--- src/rtl/dispatch_issue_sched.sv ---
// Dispatch/issue scheduler: pops the fetch queue into ALU/AGU/MUL/DIV reservation queues,
// allocates destination tags and stalls on branches. Optional perf counters: DISPATCH_PERF_CNT_EN.
module dispatch_issue_sched #(
    parameter int unsigned TAG_W = 6,
    parameter int unsigned XLEN  = 32
) (
    input  logic             clk,
    input  logic             rst_n,
    input  logic             ifq_empty,
    input  logic [XLEN-1:0]  ifq_icode,
    input  logic [XLEN-1:0]  ifq_pc,
    output logic             ifq_rd_en,
    output logic             ifq_flush,
    input  logic             dec_alu_en,
    input  logic             dec_agu_en,
    input  logic             dec_mul_en,
    input  logic             dec_div_en,
    input  logic             dec_reg_w,
    input  logic             dec_jmp,
    input  logic             dec_branch,
    input  logic             alu_q_full,
    input  logic             agu_q_full,
    input  logic             mul_q_full,
    input  logic             div_q_full,
    output logic             alu_q_wr,
    output logic             agu_q_wr,
    output logic             mul_q_wr,
    output logic             div_q_wr,
    output logic [XLEN-1:0]  issue_icode,
    output logic [XLEN-1:0]  issue_pc,
    output logic [TAG_W-1:0] issue_tag,
    input  logic             tag_ret,
    input  logic             br_resolved,
    input  logic             br_redirect,
`ifdef DISPATCH_PERF_CNT_EN
    output logic [31:0]      perf_stall_cnt,
    output logic [15:0]      perf_flush_cnt,
`endif
    output logic             stall
);

    localparam int unsigned NUM_TAGS = 1 << TAG_W;
    localparam logic [TAG_W-1:0] TAG_MAX = TAG_W'(NUM_TAGS - 1);
    localparam logic [TAG_W-1:0] TAG_ONE = TAG_W'(1);

    typedef enum logic [1:0] {
        RUN      = 2'd0,
        WAIT_RES = 2'd1,
        FLUSH    = 2'd2
    } state_t;

    state_t            r_state;
    state_t            w_state_nxt;

    logic [3:0]        r_q_wr;
    logic              r_ifq_flush;
    logic [XLEN-1:0]   r_issue_icode;
    logic [XLEN-1:0]   r_issue_pc;
    logic [TAG_W-1:0]  r_issue_tag;
    logic [TAG_W-1:0]  r_tag_ptr;
    logic [TAG_W-1:0]  r_outstanding;

    logic              w_tgt_full;
    logic              w_any_en;
    logic              w_tags_exhausted;
    logic              w_fire;
    logic              w_alloc;
    logic              w_ret;
    logic              w_enter_flush;

    assign w_tgt_full = (alu_q_full & dec_alu_en) | (agu_q_full & dec_agu_en) |
                        (mul_q_full & dec_mul_en) | (div_q_full & dec_div_en);
    assign w_any_en   = dec_alu_en | dec_agu_en | dec_mul_en | dec_div_en;
    assign w_tags_exhausted = dec_reg_w & (r_outstanding == TAG_MAX);

    // Fire is forced low in reset so nothing is popped while rst_n is held.
    assign w_fire = rst_n & (r_state == RUN) & ~ifq_empty & ~w_tgt_full & ~w_tags_exhausted;
    // Ops with no target queue are popped and dropped without consuming a tag.
    assign w_alloc = w_fire & dec_reg_w & w_any_en;
    assign w_ret   = tag_ret & (r_outstanding != '0);
    assign w_enter_flush = (r_state == WAIT_RES) & br_resolved & br_redirect;

    assign ifq_rd_en = w_fire;
    assign stall     = rst_n & ~ifq_empty & ~w_fire;

    always_ff @(posedge clk) begin
        if (!rst_n) r_state <= RUN;
        else        r_state <= w_state_nxt;
    end

    always_comb begin
        w_state_nxt = r_state;
        case (r_state)
            RUN: begin
                if (w_fire && (dec_branch || dec_jmp)) w_state_nxt = WAIT_RES;
            end
            WAIT_RES: begin
                if (br_resolved) w_state_nxt = br_redirect ? FLUSH : RUN;
            end
            FLUSH:   w_state_nxt = RUN;
            default: w_state_nxt = RUN;
        endcase
    end

    // Registered issue stage: one cycle after fire.
    always_ff @(posedge clk) begin
        if (!rst_n) begin
            r_q_wr        <= '0;
            r_ifq_flush   <= 1'b0;
            r_issue_icode <= '0;
            r_issue_pc    <= '0;
            r_issue_tag   <= '0;
        end else begin
            r_q_wr      <= w_fire ? {dec_alu_en, dec_agu_en, dec_mul_en, dec_div_en} : 4'b0000;
            r_ifq_flush <= w_enter_flush;
            if (w_fire) begin
                r_issue_icode <= ifq_icode;
                r_issue_pc    <= ifq_pc;
                r_issue_tag   <= (dec_reg_w && w_any_en) ? r_tag_ptr : '0;
            end
        end
    end

    // Tag pointer wraps over 1..NUM_TAGS-1; tag 0 means "no destination".
    always_ff @(posedge clk) begin
        if (!rst_n) begin
            r_tag_ptr     <= TAG_ONE;
            r_outstanding <= '0;
        end else begin
            if (w_alloc) r_tag_ptr <= (r_tag_ptr == TAG_MAX) ? TAG_ONE : r_tag_ptr + TAG_ONE;
            if (w_alloc && !w_ret)      r_outstanding <= r_outstanding + TAG_ONE;
            else if (!w_alloc && w_ret) r_outstanding <= r_outstanding - TAG_ONE;
        end
    end

    assign alu_q_wr    = r_q_wr[3];
    assign agu_q_wr    = r_q_wr[2];
    assign mul_q_wr    = r_q_wr[1];
    assign div_q_wr    = r_q_wr[0];
    assign ifq_flush   = r_ifq_flush;
    assign issue_icode = r_issue_icode;
    assign issue_pc    = r_issue_pc;
    assign issue_tag   = r_issue_tag;

`ifdef DISPATCH_PERF_CNT_EN
    logic [31:0] r_stall_cnt;
    logic [15:0] r_flush_cnt;

    // Saturating event counters.
    always_ff @(posedge clk) begin
        if (!rst_n) begin
            r_stall_cnt <= '0;
            r_flush_cnt <= '0;
        end else begin
            if (stall && (r_stall_cnt != '1))         r_stall_cnt <= r_stall_cnt + 32'd1;
            if (w_enter_flush && (r_flush_cnt != '1)) r_flush_cnt <= r_flush_cnt + 16'd1;
        end
    end

    assign perf_stall_cnt = r_stall_cnt;
    assign perf_flush_cnt = r_flush_cnt;
`endif

endmodule

--- config.mk ---
export PLATFORM = sky130hd
export DESIGN_NAME = dispatch_issue_sched
export DESIGN_NICKNAME = d
export VERILOG_FILES = /design/src/rtl/dispatch_issue_sched.sv
export SDC_FILE = /design/constraint.sdc
export NUM_CORES = 1
export LEC_CHECK = 0
export ABC_AREA = 1
export CORE_ASPECT_RATIO = 0.5
export CORE_MARGIN = 4
export CORE_UTILIZATION = 25
export CTS_BUF_LIST = sky130_fd_sc_hd__clkbuf_16
export DETAILED_ROUTE_END_ITERATION = 10
export PLACE_DENSITY = 0.62
export SLEW_MARGIN = 20
export SYNTH_ARGS = -nofsm -noshare
export SYNTH_HDL_FRONTEND = slang
export SYNTH_SLANG_ARGS = --single-unit
--- constraint.sdc ---
create_clock -name clk -period 2.82 [get_ports clk]
set_clock_uncertainty 0.2 [all_clocks]
set_input_delay 0.564 -clock clk [delete_from_list [all_inputs] [get_ports clk]]
set_output_delay 0.564 -clock clk [all_outputs]
set_load 0.03 [all_outputs]
# --- Word level (Yosys, flattened, before mapping) ---
# Index checks and enable logic that the tools add are counted.
totals:
  ff_bits: 89
  inputBits: 81
  out_inout_bits: 77
  wordCells: 62
op_classes:
  add_sub_neg: 3
  eq_ne: 5
  mux: 8
  n_bitwise: 26
  n_reduce_logical: 12
op_table:
  columns: ["operator", "count"]
  rows:
  - ["two-way mux 6 bit", 4]
  - ["AND 1 bit", 16]
  - ["adder 6 x 1 -> 6 bit (second input constant)", 2]
  - ["equality test 6 bit (second input constant)", 2]
  - ["two-way mux 2 bit", 3]
  - ["bitwise OR 1 bit", 6]
  - ["nonzero test 6 bit", 1]
  - ["subtractor 6 x 1 -> 6 bit (second input constant)", 1]
  - ["logical AND 1 bit", 4]
  - ["inverter 1 bit", 4]
  - ["case mux 2 bit (2 select lines)", 1]
  - ["AND reduction 2 bit", 2]
  - ["equality test 2 x 1 -> 1 bit (second input constant)", 1]
  - ["zero test 1 bit", 2]
  - ["zero test 2 bit", 1]
  - ["inequality test 2 x 1 -> 1 bit (second input constant)", 1]
  - ["inequality test 2 bit (second input constant)", 1]
  - ["nonzero test 2 bit", 1]
  - ["logical OR 1 bit", 1]

# --- Longest topological paths before layout ---
logic_depth:
  depth_word: 13
  ltp_mapped: 17
  depth_no_buf: 16

# --- Least setup slack after synthesis ---
# No wires, ideal clock.
synth_path:
  path_kind: "input -> register"
  start: "in ifq_empty"
  end: "reg r_outstanding[3]"
  setup_ns: 0.116
  arrival_time_ns: 2.335
  required_ns: 2.504
  path_slack_ns: 0.169
  stages: 15
  path_buffers: 1
  path_cell_list: "inv_1 nand2_1 a21oi_2 nand3_2 nor2_2 buf_4 ha_1 inv_1 ha_1 nand2_1 nand2_1 a21oi_1 xnor2_1 o21ai_0 inv_1"
synth_via:
  elab_chain_len: 9
  elab_cells_between_ends: 11
  classes_between: "mux (1); bitwise (6); reduce/logical (4)"
synth_lines:
  columns: ["item", "line", "source"]
  rows:
  - ["from (decl)", "9", "input logic ifq_empty,"]
  - ["inverter 1 bit *", "77", "assign w_fire = rst_n & (r_state == RUN) & ~ifq_empty & ~w_tgt_full & ~w_tags_exhausted;"]
  - ["AND 1 bit * (3 in a row)", "77", null]
  - ["AND 1 bit * (2 in a row)", "79", "assign w_alloc = w_fire & dec_reg_w & w_any_en;"]
  - ["net w_alloc", "67", "logic w_alloc;"]
  - ["zero test 1 bit", "132", "else if (!w_alloc && w_ret) r_outstanding <= r_outstanding - TAG_ONE;"]
  - ["logical AND 1 bit", "132", null]
  - ["nonzero test 2 bit (no source line)", null, null]
  - ["to (signal assigned)", "131", "if (w_alloc && !w_ret) r_outstanding <= r_outstanding + TAG_ONE;"]
  - ["to (signal assigned)", "132", null]
  - ["to (decl)", "61", "logic [TAG_W-1:0] r_outstanding;"]
# The timed path passes the listed nets; every way through them passes the cells marked *.
# A chain may end at the register's enable or synchronous reset.

# --- Final worst setup path ---
layout_path:
  start: "in rst_n"
  end: "reg r_outstanding[3]"
layout_via:
  elab_chain_len: 9
  elab_cells_between_ends: 11
  classes_between: "mux (1); bitwise (6); reduce/logical (4)"
layout_lines:
  columns: ["item", "line", "source"]
  rows:
  - ["from (decl)", "8", "input logic rst_n,"]
  - ["AND 1 bit (4 in a row)", "77", null]
  - ["AND 1 bit (2 in a row)", "79", null]
  - ["zero test 1 bit", "132", null]
  - ["logical AND 1 bit", "132", null]
  - ["nonzero test 2 bit (no source line)", null, null]
# Parallel ways exist; a longest one is shown, timed or not.

==> flow_summary.yaml <==
run_status:
  status: "completed"
placement:
  dp_cells: 805
  io_buffers: 157
  globalplace.congestion: 0.7939
  hpwlAfterDp_um: 7351
synthesis:
  ys_seq_area_share_pct: 51.11
  synthFlopType: "dfxtp_1"
  synth_cells: 464
  synth.distinct_cells: 24
  synth.avg_cell_area_um2: 7.513
  synth.top_cell.area_share_pct: 51.11
  synth_common_cells: "nand2_1, dfxtp_1, a21oi_1"
  synth_edf_count: 0
  synth.area.top_cells: "dfxtp_1, nand2_1, a21oi_1"
  synth_most_common_cell: "nand2_1"
  yosysWarningCount: 0
  netlist_area_um2: 3486
  synth_top_area_cell: "dfxtp_1"
  ys_async_sr_fraction_pct: 0
  synth_fp_nets: 552
  synth-seq-cells: 89
finish:
  layout.nets: 712
  stdcell_count: 821
  antenna_cells: 0
  nFillCells: 1401
  drive_above_1_share_pct: 6.836
  syn_to_final_growth_pct: 63.24
  utilization_pct: 41.88
pwr:
  power.total_uw: 3468
  powerDensity_nw_per_um2: 609.4
  leakagePower_uw: 0.002084
  vdd_drop_max_v: 0.0003267
die:
  initial_core_util_pct: 25.65
  core_um2: 13590
  ioPinCount: 158
  rows: 30
  die_y_um: 91.50
  die_area_um2: 16010
  dieWidth_um: 175.0
critical_path:
  critPathCaptureType: "flop"
  r2r-end: "r_outstanding[3]$_SDFFE_PN0P_"
  critical_path_class: "input port to flop"
  cp.arrival_ns: 2.66
  cp-startpoint: "rst_n"
  worstRegToRegCells: 14
  rrSetupSlack_ns: 0.39
  cp-start-kind: "input port"
  path_max_fanout: 5
  r2r-start: "r_outstanding[0]$_SDFFE_PN0P_"
  crit_required_ns: 2.85
clock_tree:
  cts_tree: "done"
  cts_buffers: 9
  postCtsSetupBuffers: 0
  clockBufferDepth: 2
  hold_buffers: 0
  cts_root_buffer: "clkbuf_16"
  cts.htree.levels: 3
  path_clk_slew_ns: 0.06
  cts_sinks: 89
  cts_resized: 0
  clkLatencyLatePin_ns: 0.33
global_routing:
  grt_util_all_layers_pct: 12.86
  grt_pass1_wl_um: 16870
  grt_max_degree: 80
  gr-total-overflow: 0
  met1_usage_pct: 14.58
  grt_pass1_vias: 3360
  antenna_found_initial: 0
  use_met3_pct: 3.245
  met2_usage_pct: 23.74
  grt.busiest_layer: "met2"
detailed_routing:
  drt_iter0_markers: 164
  drc: 0
  routedWlPerCell_um: 12.62
  drt-vias-per-instance: 4.136
  drtAntennaViolNets: 0
  routed_wl_um: 10360
  via_count: 3396
  dr.pass1.iters: 4
timing:
  fmax_mhz: 380.4
  tns_ns: 0
  drv_slew: 0
  finalHoldViolations: 0
  rsz0062_at_grt: "false"
  min_period_ns: 2.629
  relSlewSlack_pct: 47.29
  whs_ns: 0.2625
  setup_viol: 0
  min_period_over_period_pct: 93.23
  tightest_slew_ns: 0.7907
worst_hold_path:
  holdPathEnd: "issue_icode[8]$_SDFFE_PN0N_"
  hold_class: "flop to flop"
  hold_depth: 2
  min_from: "issue_icode[8]$_SDFFE_PN0N_"
flow_run:
  cap_violations: 0
[placed cells by master, fill, tap and decap left out]
master and n:
nand3_1 9, o32ai_1 1, xor2_1 4, ha_4 2, buf_4 17, clkinvlp_4 1, o21ai_1 1, ha_1 4
dfxtp_1 89, clkdlybuf4s50_1 155, bufinv_16 3, nor2_4 1, nor2_2 2, inv_2 2, clkinv_4 2, nand3_2 1
inv_1 25, a21oi_2 1, a21oi_1 83, clkinv_1 1, nor2_1 21, o31ai_1 1, xnor2_1 3, nand4_1 1
nand3b_1 1, fa_1 1, clkbuf_16 9, o21ai_0 6, buf_12 2, nand2_1 180
[per-layer routing]
layer	part of all wire (%)	wire length (um)
met4	1.8	186
met2	53	5496
met1	43	4405
met3	2.6	272
met5	0	0
[metrics by stage]
step | area (um^2) | worst slack (ns)
floorplan | 3486 | 0.1692
global placement | 5319 | -0.1594
detailed placement | 5319 | -0.2043
CTS | 5663 | 0.1567
global route | 5690 | 0.005320
finish | 5690 | 0.1909
[sequential cells by signal, indices dropped and copies added, names as in the netlist]
register and cells:
r_tag_ptr 6, r_state 2, issue_icode 32, issue_tag 6
r_outstanding 6, issue_pc 32, ifq_flush 1, r_q_wr 4
[cell families (layout without fill, tap and decap cells)]
kind of cell | count (synthesis) | after routing | synth area share, %
AO/OA/AOI/OAI | 93 | 93 | 13.64
XOR/XNOR | 7 | 7 | 1.759
adder cells (fa/ha/maj) | 7 | 7 | 2.728
buffers and inverters | 52 | 217 | 6.676
flip-flops | 89 | 89 | 51.11
AND/OR/NAND/NOR | 216 | 216 | 24.08
[worst max-delay path, cell delays in order]
cell,delay [ns]
clkdlybuf4s50_1,0.48
nand2_1,0.07
a21oi_2,0.14
nand3_2,0.11
nor2_2,0.11
ha_1,0.19
inv_2,0.09
ha_1,0.33
nand2_1,0.08
nand2_1,0.07
a21oi_1,0.15
xnor2_1,0.08
o21ai_0,0.14
inv_1,0.05
[power by group]
| group | switching (uW) | leakage, uW | internal, uW | total (uW) |
|---|---|---|---|---|
| logic | 354 | 0.00120 | 364 | 718 |
| registers | 65.7 | 0.000721 | 1320 | 1390 |
| clock network | 498 | 0.000163 | 866 | 1360 |
| total | 917 | 0.00208 | 2550 | 3470 |
[layout make-up]
class / count / area (um^2) / share of cell area [%]
clock buffers: 9 / 225.2 / 3.958
clock inverters: 7 / 118.9 / 2.089
inverters: 27 / 101.3 / 1.781
multi-input cells: 323 / 1504 / 26.43
flip-flops and latches: 89 / 1782 / 31.31
well taps: 192 / 240.2 / 4.222
repair buffers: 174 / 1719 / 30.21
[worst max path at each step]
stage                                    endpoint  slack, ns
CTS                 r_outstanding[3]$_SDFFE_PN0P_       0.16
finish              r_outstanding[3]$_SDFFE_PN0P_       0.19
detailed placement  r_outstanding[3]$_SDFFE_PN0P_      -0.20
floorplan           r_outstanding[3]$_SDFFE_PN0P_       0.17
global route        r_outstanding[3]$_SDFFE_PN0P_      0.005
global placement    r_outstanding[3]$_SDFFE_PN0P_      -0.16
Note: power is estimated with default switching activity, not from simulation.
